## config.mk

```make
export PLATFORM = sky130hd
export DESIGN_NAME = tdm_demux_1to4
export DESIGN_NICKNAME = d
export VERILOG_FILES = /design/src/rtl/tdm_demux_1to4.sv
export SDC_FILE = /design/constraint.sdc
export NUM_CORES = 1
export LEC_CHECK = 0
export CORE_AREA = 2 2 39 41
export CTS_BUF_LIST = sky130_fd_sc_hd__clkbuf_8
export CTS_CLUSTER_DIAMETER = 40
export CTS_CLUSTER_SIZE = 40
export DETAILED_ROUTE_END_ITERATION = 10
export DIE_AREA = 0 0 41 43
export PLACE_DENSITY = 0.83
export RECOVER_POWER = 100
export SYNTH_ARGS = -nofsm -noshare
export SYNTH_HDL_FRONTEND = slang
export SYNTH_SLANG_ARGS = --single-unit
```

## constraint.sdc

```tcl
create_clock -name clk -period 1.45 [get_ports clk]
set_input_delay 0.29 -clock clk [delete_from_list [all_inputs] [get_ports clk]]
set_output_delay 0.29 -clock clk [all_outputs]
set_load 0.02 [all_outputs]
```

## src/rtl/tdm_demux_1to4.sv

```systemverilog
// tdm_demux_1to4: receive side of a 4-slot TDM link.
// Locks on frame_start, rebuilds 4 channels, flags framing errors.
module tdm_demux_1to4 #(
    parameter int WIDTH = 1
) (
    input  logic             clk,
    input  logic             rst,
    input  logic             in_valid,
    input  logic [WIDTH-1:0] in_data,
    input  logic             frame_start,
    output logic [WIDTH-1:0] out_ch0,
    output logic [WIDTH-1:0] out_ch1,
    output logic [WIDTH-1:0] out_ch2,
    output logic [WIDTH-1:0] out_ch3,
    output logic             out_valid,
    output logic             locked,
    output logic [1:0]       slot,
    output logic             sync_err
);

    typedef enum logic {
        S_HUNT = 1'b0,
        S_LOCK = 1'b1
    } state_t;

    state_t           r_state;
    logic [1:0]       r_slot;
    logic [WIDTH-1:0] r_sh0;
    logic [WIDTH-1:0] r_sh1;
    logic [WIDTH-1:0] r_sh2;
    logic [WIDTH-1:0] r_ch0;
    logic [WIDTH-1:0] r_ch1;
    logic [WIDTH-1:0] r_ch2;
    logic [WIDTH-1:0] r_ch3;
    logic             r_valid;
    logic             r_err;

    // Framing FSM: hunt for the marker, then shift beats into
    // shadow slots and publish all four channels on slot 3.
    always_ff @(posedge clk) begin
        if (rst) begin
            r_state <= S_HUNT;
            r_slot  <= 2'd0;
            r_sh0   <= '0;
            r_sh1   <= '0;
            r_sh2   <= '0;
            r_ch0   <= '0;
            r_ch1   <= '0;
            r_ch2   <= '0;
            r_ch3   <= '0;
            r_valid <= 1'b0;
            r_err   <= 1'b0;
        end else begin
            r_valid <= 1'b0;
            r_err   <= 1'b0;
            if (in_valid) begin
                unique case (r_state)
                    S_HUNT: begin
                        if (frame_start) begin
                            r_sh0   <= in_data;
                            r_slot  <= 2'd1;
                            r_state <= S_LOCK;
                        end
                    end
                    S_LOCK: begin
                        if (frame_start) begin
                            // An early marker restarts the frame
                            // here; the partial frame is dropped.
                            r_err  <= (r_slot != 2'd0);
                            r_sh0  <= in_data;
                            r_slot <= 2'd1;
                        end else begin
                            unique case (r_slot)
                                2'd0: begin
                                    r_err   <= 1'b1;
                                    r_state <= S_HUNT;
                                    r_slot  <= 2'd0;
                                end
                                2'd1: begin
                                    r_sh1  <= in_data;
                                    r_slot <= 2'd2;
                                end
                                2'd2: begin
                                    r_sh2  <= in_data;
                                    r_slot <= 2'd3;
                                end
                                2'd3: begin
                                    r_ch0   <= r_sh0;
                                    r_ch1   <= r_sh1;
                                    r_ch2   <= r_sh2;
                                    r_ch3   <= in_data;
                                    r_valid <= 1'b1;
                                    r_slot  <= 2'd0;
                                end
                            endcase
                        end
                    end
                endcase
            end
        end
    end

    assign out_ch0   = r_ch0;
    assign out_ch1   = r_ch1;
    assign out_ch2   = r_ch2;
    assign out_ch3   = r_ch3;
    assign out_valid = r_valid;
    assign locked    = (r_state == S_LOCK);
    assign slot      = r_slot;
    assign sync_err  = r_err;

endmodule

```

# --- Word level (Yosys, flattened, before mapping) ---
# Cells that the tools add are included.
word_totals:
  register_bits: 12
  in_bits: 5
  output_inout_bits: 9
  wordCells: 40
op_classes:
  n_eq_ne: 4
  n_mux: 12
  n_bitwise: 3
  reduce_logical: 10
ops:
  columns: ["cell", "n"]
  rows:
  - ["$reduce_and A4 Y1", 3]
  - ["$mux W1", 7]
  - ["$pmux W2 S3", 1]
  - ["$eq A2 B2 Y1 const B", 2]
  - ["$mux W2", 2]
  - ["$pmux W2 S2", 1]
  - ["$reduce_and A2 Y1", 2]
  - ["$reduce_or A4 Y1", 1]
  - ["$not A1 Y1", 3]
  - ["$reduce_or A3 Y1", 1]
  - ["$eq A2 B1 Y1 const B", 1]
  - ["$logic_not A2 Y1", 1]
  - ["$ne A2 B2 Y1 const B", 1]
  - ["$pmux W1 S2", 1]
  - ["$reduce_bool A2 Y1", 1]
  - ["$reduce_or A2 Y1", 1]

# --- Longest topological paths before layout ---
# Gate-level depths: netlist (run 1).
logic_depth:
  depth_word: 5
  ltp_mapped: 4
  depth_no_buf: 4

# --- Worst setup path after synthesis (run 1) ---
# OpenSTA, ideal clock, no wires.
synth_path:
  kind: "flip-flop to flip-flop"
  startpoint: "register r_slot[0], in the netlist slot[0]"
  endpoint: "register r_err, in the netlist sync_err"
  setup_time_ps: 78
  arrival_ps: 1186
  t_required_ps: 1372
  path_slack_ps: 186
  stages_incl_launch_ff: 5
  path_buffers: 0
  synth_period_minus_slack_ps: 1264
  path_cell_list: "dfxtp_1 -> inv_1 -> ha_1 -> ha_1 -> nor3_1"
synth_via:
  elab_chain_cells: 3
  elab_cells_between_ends: 4
  classes_between: "mux (2); reduce/logical (2)"
synth_rtl:
  columns: ["item", "line", "text"]
  rows:
  - ["start, declared", "27", "logic [1:0] r_slot;"]
  - ["start signal, assigned", "43", "r_slot <= 2'd0;"]
  - ["start signal, assigned", "61", "r_slot <= 2'd1;"]
  - ["start signal, assigned", "71", "r_slot <= 2'd1;"]
  - ["$logic_not A2 Y1", "73", "unique case (r_slot)"]
  - ["$mux W1", "73", null]
  - ["$mux W1 (*)", "66", "if (frame_start) begin"]
  - ["end signal, assigned", "69", "r_err <= (r_slot != 2'd0);"]
  - ["end, declared", "36", "logic r_err;"]
# Every way passes the cells marked *; elsewhere a longest branch is shown, timed or not.
# A chain may end at the register's enable or synchronous reset.

# --- Worst setup path after layout (run 1) ---
layout_path:
  startpoint: "input frame_start"
  endpoint: "register r_ch1, in the netlist out_ch1"
layout_via:
  elab_chain_cells: 2
layout_rtl:
  columns: ["item", "line", "text"]
  rows:
  - ["start, declared", "10", "input logic frame_start,"]
  - ["$not A1 Y1 (no line)", null, null]
  - ["$reduce_and A4 Y1 (no line)", null, null]
  - ["end signal, assigned", "89", "r_ch1 <= r_sh1;"]
  - ["end, declared", "32", "logic [WIDTH-1:0] r_ch1;"]
# No other way between the ends.

==> results of run 1 <==
-- cells by family after synthesis --
group / Yosys count / share of synthesized area [%]
mux: 6 / 10.2
buf+inv: 9 / 8.95
flops: 12 / 40.9
simple gates: 17 / 20.5
fa+ha+maj: 5 / 10.7
compound gates: 7 / 8.74
-- per-stage QoR --
step	power (W)	hold WS (ps)	TNS (ps)
detailed placement	0.000434	468	-188
floorplan	0.000397	437	0
CTS	0.000791	474	0
global placement	0.000433	465	-35.3
global route	0.000810	488	0
finish	0.000784	473	0
-- Yosys cell counts --
cell type	count	share of area, %
a21oi_1	2	1.7
nor4bb_1	2	3.4
nand3_1	1	0.85
mux2i_1	6	10
buf_2	3	2.6
ha_1	5	11
a211oi_1	1	1.3
nand2_1	1	0.64
o21ai_0	1	0.85
buf_6	2	3.8
nand2b_1	8	8.5
a32o_1	1	1.7
dfxtp_1	12	41
inv_1	4	2.6
a311oi_1	1	1.5
and4b_1	1	1.7
a21bo_2	1	1.7
nor3_1	1	0.85
nor4b_1	1	1.5
nand4b_1	2	3.0
-- worst max-delay path: stages --
cell and delay [ps]:
clkdlybuf4s50_1 500, and4b_1 440, mux2i_1 220
-- routing by layer --
layer  wire, µm  global-route usage [%]  part of all wire (%)  vias to the layer above
met3         36                    3.14                   3.0                        2
met2        603                    23.8                    51                       10
met4         17                    10.0                   1.4                        0
met1        530                    17.9                    45                      231
li1           -                       -                     -                      231
met5          0                       0                     0                        -
-- worst min-delay path by stage --
stage	start	to	slack, ps	cells past startpoint
finish	out_ch2$_SDFFE_PP0P_	out_ch2$_SDFFE_PP0P_	470	2
CTS	out_ch2$_SDFFE_PP0P_	out_ch2$_SDFFE_PP0P_	470	2
floorplan	in_data	r_sh0$_SDFFE_PP0P_	440	2
global placement	out_ch0$_SDFFE_PP0P_	out_ch0$_SDFFE_PP0P_	460	2
detailed placement	out_ch2$_SDFFE_PP0P_	out_ch2$_SDFFE_PP0P_	470	2
global route	out_ch2$_SDFFE_PP0P_	out_ch2$_SDFFE_PP0P_	490	2
-- flip-flops by register name, summed over array words and instances (netlist names) --
signal and count:
slot 2, locked 1, out_ch0 1, out_ch1 1, out_ch2 1, out_ch3 1
out_valid 1, r_sh0 1, r_sh1 1, r_sh2 1, sync_err 1
-- final cells by class --
cell class	count	area share [%]
sequential	12	31.0
inverter	4	1.94
clock buffer	4	7.11
timing repair buffer	19	19.4
multi-input combinational	35	38.0
tap	16	2.58
-- power by group --
part           leakage [nW]  internal, W   total, W  switching (W)
clock                0.0288     0.000240   0.000361       0.000121
combinational         0.217    0.0000410  0.0000821      0.0000411
sequential           0.0973     0.000337   0.000341     0.00000413
total                 0.343     0.000617   0.000784       0.000166
==> results.json, run 1 <==
{
  "via_per_inst": 5.27,
  "yosysWarnings": 0,
  "drv_cap": 0,
  "drc": 0,
  "syn-num-nets": 66,
  "synthToLayoutAreaGrowth_pct": 32.0,
  "placed_cells": 86,
  "crit_path_end_kind": "register",
  "period_share_pct": 88.9,
  "final.min_clock_period_ps": 1290,
  "preCtsSetupSlack_ps": -48.0,
  "track_usage_pct": 15.3,
  "r2r_cells": 3,
  "placed_cell_area_um2": 744,
  "finalHoldViolCount": 0,
  "ant_nets": 0,
  "gr-total-overflow": 0,
  "setup_slack_ps": 161,
  "fin_util_pct": 56.0,
  "grt_max_degree": 15,
  "die_w_um": 41,
  "rrSetupSlack_ps": 200,
  "seqCellArea_um2": 240,
  "synth_cells": 56,
  "final_cell_mix": "dfxtp_1 (12), nand2b_1 (8), dlygate4sd2_1 (7), mux2i_1 (6)",
  "worstPathRequired_ps": 1620,
  "mostFrequentLayoutCell": "dfxtp_1",
  "powerDensity_nw_per_um2": 1010,
  "diodes": 0,
  "ys_seq_area_share_pct": 40.9,
  "io_buffers": 13,
  "htree_levels": 1,
  "rsz0062_at_grt": "false",
  "routedWlPerCell_um": 13.2,
  "rr_startpoint": "slot[1]$_SDFFE_PP0P_",
  "endpoint": "out_ch1$_SDFFE_PP0P_",
  "cts_sinks": 12,
  "post_cts.repair.setup_buffers": 0,
  "syn_avg_cell_area_um2": 10.5,
  "final_cells": 90,
  "clk_latency_ps": 240,
  "nNetsFinal": 85,
  "cts_buffers": 3,
  "setup_viol": 0,
  "crit_path_max_fanout": 6,
  "place_congestion": 0.691,
  "routed_wl_um": 1190,
  "clockBufferDepth": 2,
  "start_util_pct": 42.4,
  "first_pass_iters": 4,
  "final_cell_area_um2": 774,
  "fin_skew_ps": 2.84,
  "cp.arrival_ps": 1460,
  "num_rows": 14,
  "die_area_um2": 1760,
  "antenna_found_initial": 0,
  "grt_pass1_vias": 454,
  "fp.dieH_um": 43,
  "critPathLaunch": "frame_start",
  "coreArea_um2": 1380,
  "tritoncts": "yes",
  "cts_root_buf": "clkbuf_8",
  "ir_worst_vdd_mv": 0.450,
  "final_layout_size_suffix_gt1_share_pct": 13.5,
  "worstMarginPinSlew_ps": 309,
  "startpoint_type": "input port",
  "worstReg2RegEnd": "out_ch1$_SDFFE_PP0P_",
  "ys_ff_latch": 12,
  "io_pins": 14,
  "status": "completed",
  "leakage_nw": 0.343,
  "cts_hold_buf": 0,
  "grt_pass1_wl_um": 1800,
  "drv_slew": 0,
  "n_fill_cell": 122,
  "fmax_ghz": 0.776,
  "multi_input_area_um2": 294,
  "slew_headroom_pct": 79.2,
  "dp_hpwl_um": 799,
  "post_cts_resized": 7,
  "clkTransAtPathRegs_ps": 50,
  "drtIter0Drc": 9,
  "synth_cell_type_count": 20,
  "min_path_type": "reg -> reg",
  "synthesis.area_um2": 587,
  "worstSetupPathType": "in -> reg",
  "vias": 474
}
Power figures use the tool's default switching activity.
==> inputs of run 2 (changes only) <==
PLACE_DENSITY = 0.72   (was 0.83)
SKIP_CTS_REPAIR_TIMING = 1   (was default)
==> run 2 against run 1 <==
Setup slack worse by 130 ps. Non-clock buffer count stayed put. Worst hold slack hardly changed. Largest cell class unchanged. Critical endpoint is now sync_err. Critical path depth is 2 lower. Maximum frequency is 9.0% lower. Combinational power is 3.4% lower. Clock skew hardly changed. Wire length is 11% lower. Global-route usage is 1.3 points lower.
==> results.json, run 2 (synthesis gave the netlist of run 1 again) <==
{
  "status": "completed",
  "crit_path_max_fanout": 1,
  "grt_max_degree": 16,
  "start_util_pct": 42.4,
  "clk_latency_ps": 240,
  "routed_wl_um": 1060,
  "drc": 0,
  "p_total_w": 0.000714,
  "grt_pass1_wl_um": 1610,
  "r2r_cells": 3,
  "seqCellArea_um2": 240,
  "nNetsFinal": 85,
  "path_delay_family": "buffers and inverters",
  "cts_root_buf": "clkbuf_8",
  "fmax_ghz": 0.706,
  "gr-total-overflow": 0,
  "ir_worst_vdd_mv": 0.609,
  "io_buffers": 13,
  "worstSetupPathType": "reg -> out",
  "period_share_pct": 97.7,
  "rsz0062_at_grt": "false",
  "cts_sinks": 12,
  "final.min_clock_period_ps": 1420,
  "vias": 454,
  "timing.setup.tns_ps": 0,
  "crit_chain": "clkdlybuf4s50_1",
  "diodes": 0,
  "drtIter0Drc": 5,
  "max_stage_delay_ps": 590,
  "dp_hpwl_um": 781,
  "io_pins": 14,
  "final_layout_size_suffix_gt1_share_pct": 12.3,
  "num_rows": 14,
  "min_path_type": "reg -> reg",
  "routedWlPerCell_um": 11.9,
  "clockBufferDepth": 2,
  "die_w_um": 41,
  "min_to": "out_ch0$_SDFFE_PP0P_",
  "synthToLayoutAreaGrowth_pct": 24.7,
  "startpoint_type": "register",
  "die_area_um2": 1760,
  "preCtsSetupSlack_ps": -73.8,
  "slew_headroom_pct": 75.7,
  "setup_slack_ps": 33.9,
  "leakage_nw": 0.291,
  "crit_path_end_kind": "primary output",
  "clkTransAtPathRegs_ps": 50,
  "setup_viol": 0,
  "fin_util_pct": 52.9,
  "cts_buffers": 3,
  "worstPathRequired_ps": 1160,
  "finalHoldViolCount": 0,
  "fp.dieH_um": 43,
  "drv_slew": 0,
  "cp.arrival_ps": 1130,
  "path_buf_inv": 1,
  "powerDensity_nw_per_um2": 976,
  "fin_skew_ps": 2.62,
  "cpMaxStageDelayCell": "clkdlybuf4s50_1",
  "first_pass_iters": 5,
  "via_per_inst": 5.10,
  "drv_cap": 0,
  "coreArea_um2": 1380,
  "rr_startpoint": "slot[1]$_SDFFE_PP0P_",
  "whs_ps": 473,
  "grt_pass1_vias": 416,
  "worstReg2RegEnd": "out_ch3$_SDFFE_PP0P_",
  "hp-start": "r_sh0$_SDFFE_PP0P_",
  "largest_register_ffs": 2,
  "rrSetupSlack_ps": 220,
  "mostFrequentLayoutCell": "dfxtp_1",
  "n_fill_cell": 134,
  "htree_levels": 1,
  "min_path_cells": 2,
  "worstMarginPinSlew_ps": 361,
  "place_congestion": 0.717,
  "final_cell_mix": "dfxtp_1 (12), clkbuf_1 (9), nand2b_1 (8), mux2i_1 (6)",
  "track_usage_pct": 14.0,
  "tritoncts": "yes",
  "multi_input_area_um2": 294,
  "antenna_found_initial": 0,
  "ant_nets": 0
}
-- run 2: cell count changes in the layout (fill, tap and decap cells not counted) --
cell             change
clkbuf_1             +6
clkbuf_8             -1
clkdlybuf4s50_1      +1
dlygate4sd2_1        -7
-- run 2: cell type report --
type                       instances  share of cell area, %
sequential                        12                   32.8
inverter                           4                   2.05
multi-input combinational         35                   40.2
clock buffer                       3                   5.64
timing repair buffer              19                   16.6
tap                               16                   2.74
-- run 2: how the worst max path moves through the flow --
stage | startpoint | endpoint | slack [ps] | cells after the start
2_1_floorplan | slot[0]$_SDFFE_PP0P_ | sync_err$_SDFF_PP0_ | 190 | 4
3_3_place_gp | frame_start | out_ch3$_SDFFE_PP0P_ | -40 | 3
3_5_place_dp | frame_start | out_ch3$_SDFFE_PP0P_ | -70 | 3
4_1_cts | slot[1]$_SDFFE_PP0P_ | slot[1] | -100 | 1
5_1_grt | sync_err$_SDFF_PP0_ | sync_err | 10 | 1
6_report | sync_err$_SDFF_PP0_ | sync_err | 30 | 1
-- run 2: through the flow --
stage | std cells | cell area (µm²)
after CTS | 89 | 786
final | 89 | 732
after global placement | 86 | 744
after global routing | 89 | 732
after floorplan | 56 | 587
after detailed placement | 86 | 744
-- run 2: metal layers --
layer	share of wire, %	track usage [%]	vias up
met2	49	19.7	11
met4	2.0	10.0	0
met3	3.5	4.71	2
met1	46	16.9	213
met5	0	0	-
li1	-	-	228
-- run 2: power by group --
group | leakage (nW) | internal, W | switching, W | total [W]
registers | 0.0973 | 0.000337 | 0.00000447 | 0.000342
clock network | 0.0216 | 0.000182 | 0.000111 | 0.000293
logic | 0.172 | 0.0000391 | 0.0000402 | 0.0000793
total | 0.291 | 0.000558 | 0.000156 | 0.000714
==> inputs of run 3 (changes only) <==
CORE_AREA = default   (was 2 2 39 41)
CORE_MARGIN = 2   (was default)
CORE_UTILIZATION = 30   (was default)
DIE_AREA = default   (was 0 0 41 43)
PLACE_DENSITY = default   (was 0.72)
clock period = 1.6 ns   (was 1.45 ns; I/O delays follow)
==> run 3 against run 2 <==
First-iteration DRC count shrank 40%. Register-to-register slack gained 180 ps. Critical path depth is the same. Combinational power shrank 11%. Largest power group unchanged. Sequential power shrank 9.6%.
==> results.json, run 3 (synthesis gave the netlist of run 1 again) <==
{
  "path_buf_inv": 1,
  "place_congestion": 0.683,
  "die_area_um2": 2330,
  "cts_buffers": 3,
  "placed_cells": 93,
  "worstSetupPathType": "reg -> out",
  "drv_slew": 0,
  "hp-start": "out_ch0$_SDFFE_PP0P_",
  "tritoncts": "yes",
  "grt_pass1_vias": 375,
  "io_buffers": 13,
  "whs_ps": 472,
  "powerDensity_nw_per_um2": 838,
  "period_share_pct": 96.2,
  "num_rows": 15,
  "n_fill_cell": 177,
  "dp_hpwl_um": 765,
  "via_per_inst": 4.50,
  "ir_worst_vdd_mv": 0.268,
  "vias": 432,
  "final_cell_area_um2": 768,
  "crit_path_max_fanout": 4,
  "rsz0062_at_grt": "false",
  "ant_nets": 0,
  "path_delay_family": "buffers and inverters",
  "antenna_found_initial": 0,
  "start_util_pct": 32.9,
  "setup_viol": 0,
  "final_cell_mix": "dfxtp_1 (12), clkdlybuf4s50_1 (9), nand2b_1 (8), mux2i_1 (6), ha_1 (5)",
  "worstPathRequired_ps": 1280,
  "drc": 0,
  "p_total_w": 0.000644,
  "synthToLayoutAreaGrowth_pct": 30.9,
  "gr-total-overflow": 0,
  "clk_latency_ps": 230,
  "max_stage_delay_ps": 620,
  "drtIter0Drc": 3,
  "clkTransAtPathRegs_ps": 50,
  "grt_max_degree": 16,
  "diodes": 0,
  "r2r_cells": 3,
  "rr_startpoint": "slot[1]$_SDFFE_PP0P_",
  "min_to": "out_ch0$_SDFFE_PP0P_",
  "fp.dieH_um": 48.2,
  "routedWlPerCell_um": 10.6,
  "slew_headroom_pct": 80.1,
  "final.min_clock_period_ps": 1540,
  "cp.arrival_ps": 1220,
  "min_path_cells": 2,
  "crit_path_end_kind": "primary output",
  "routed_wl_um": 1020,
  "fmax_ghz": 0.650,
  "clockBufferDepth": 2,
  "cts_sinks": 12,
  "worstReg2RegEnd": "out_ch2$_SDFFE_PP0P_",
  "fin_skew_ps": 0.407,
  "final_layout_size_suffix_gt1_share_pct": 8.45,
  "timing.setup.tns_ps": 0,
  "leakage_nw": 0.301,
  "startpoint_type": "register",
  "nNetsFinal": 83,
  "cts_root_buf": "clkbuf_8",
  "drv_cap": 0,
  "cpMaxStageDelayCell": "clkdlybuf4s50_1",
  "status": "completed",
  "track_usage_pct": 9.98,
  "io_pins": 14,
  "die_w_um": 48.2,
  "rrSetupSlack_ps": 400,
  "mostFrequentLayoutCell": "dfxtp_1",
  "worstMarginPinSlew_ps": 296,
  "coreArea_um2": 1780,
  "min_path_type": "reg -> reg",
  "grt_pass1_wl_um": 1570,
  "final_cells": 96,
  "first_pass_iters": 3,
  "crit_chain": "clkdlybuf4s50_1",
  "finalHoldViolCount": 0,
  "placed_cell_area_um2": 741,
  "htree_levels": 1,
  "largest_register_ffs": 2
}
## run 3: changes by cell type in the layout (fill, tap and decap cells not counted)
cell / before / now
dlygate4sd3_1: 0 / 3
clkbuf_1: 9 / 3
clkdlybuf4s50_1: 5 / 9
buf_4: 5 / 2
## run 3: cell type report
cell class	instances	area, µm²	share of cell area [%]
Clock buffer	3	41.3	5.37
Sequential cell	12	240	31.3
Multi-Input combinational cell	35	294	38.3
Timing Repair Buffer	17	146	19.1
Inverter	4	15.0	1.95
Tap cell	25	31.3	4.07
## run 3: how the worst max path moves through the flow
| stage | start | to | slack [ps] | cells past startpoint |
|---|---|---|---|---|
| finish | slot[0]$_SDFFE_PP0P_ | slot[0] | 60 | 1 |
| global route | slot[0]$_SDFFE_PP0P_ | slot[0] | 10 | 1 |
| CTS | slot[1]$_SDFFE_PP0P_ | slot[1] | 10 | 1 |
| detailed placement | frame_start | out_ch2$_SDFFE_PP0P_ | 70 | 3 |
| global placement | frame_start | out_ch2$_SDFFE_PP0P_ | 60 | 3 |
| floorplan | slot[0]$_SDFFE_PP0P_ | sync_err$_SDFF_PP0_ | 340 | 4 |
## run 3: power breakdown
group	switching [W]	internal, W
Combinational	0.0000349	0.0000355
Clock	0.0000993	0.000165
Sequential	0.00000363	0.000306
## run 3: per-stage QoR
step / util (%) / setup WS, ps
after floorplan: - / 336
after global placement: 41.5 / 61.7
after detailed placement: 41.5 / 70.1
after CTS: 43.9 / 11.2
after global routing: 43.1 / 10.8
final: 43.1 / 60.8
## run 3: layer usage
layer	track usage [%]	vias to the layer above	share of wire, %
li1	-	229	-
met1	13.6	194	49
met2	13.9	9	47
met3	2.22	0	3.9
met4	6.49	0	0
met5	0	-	0
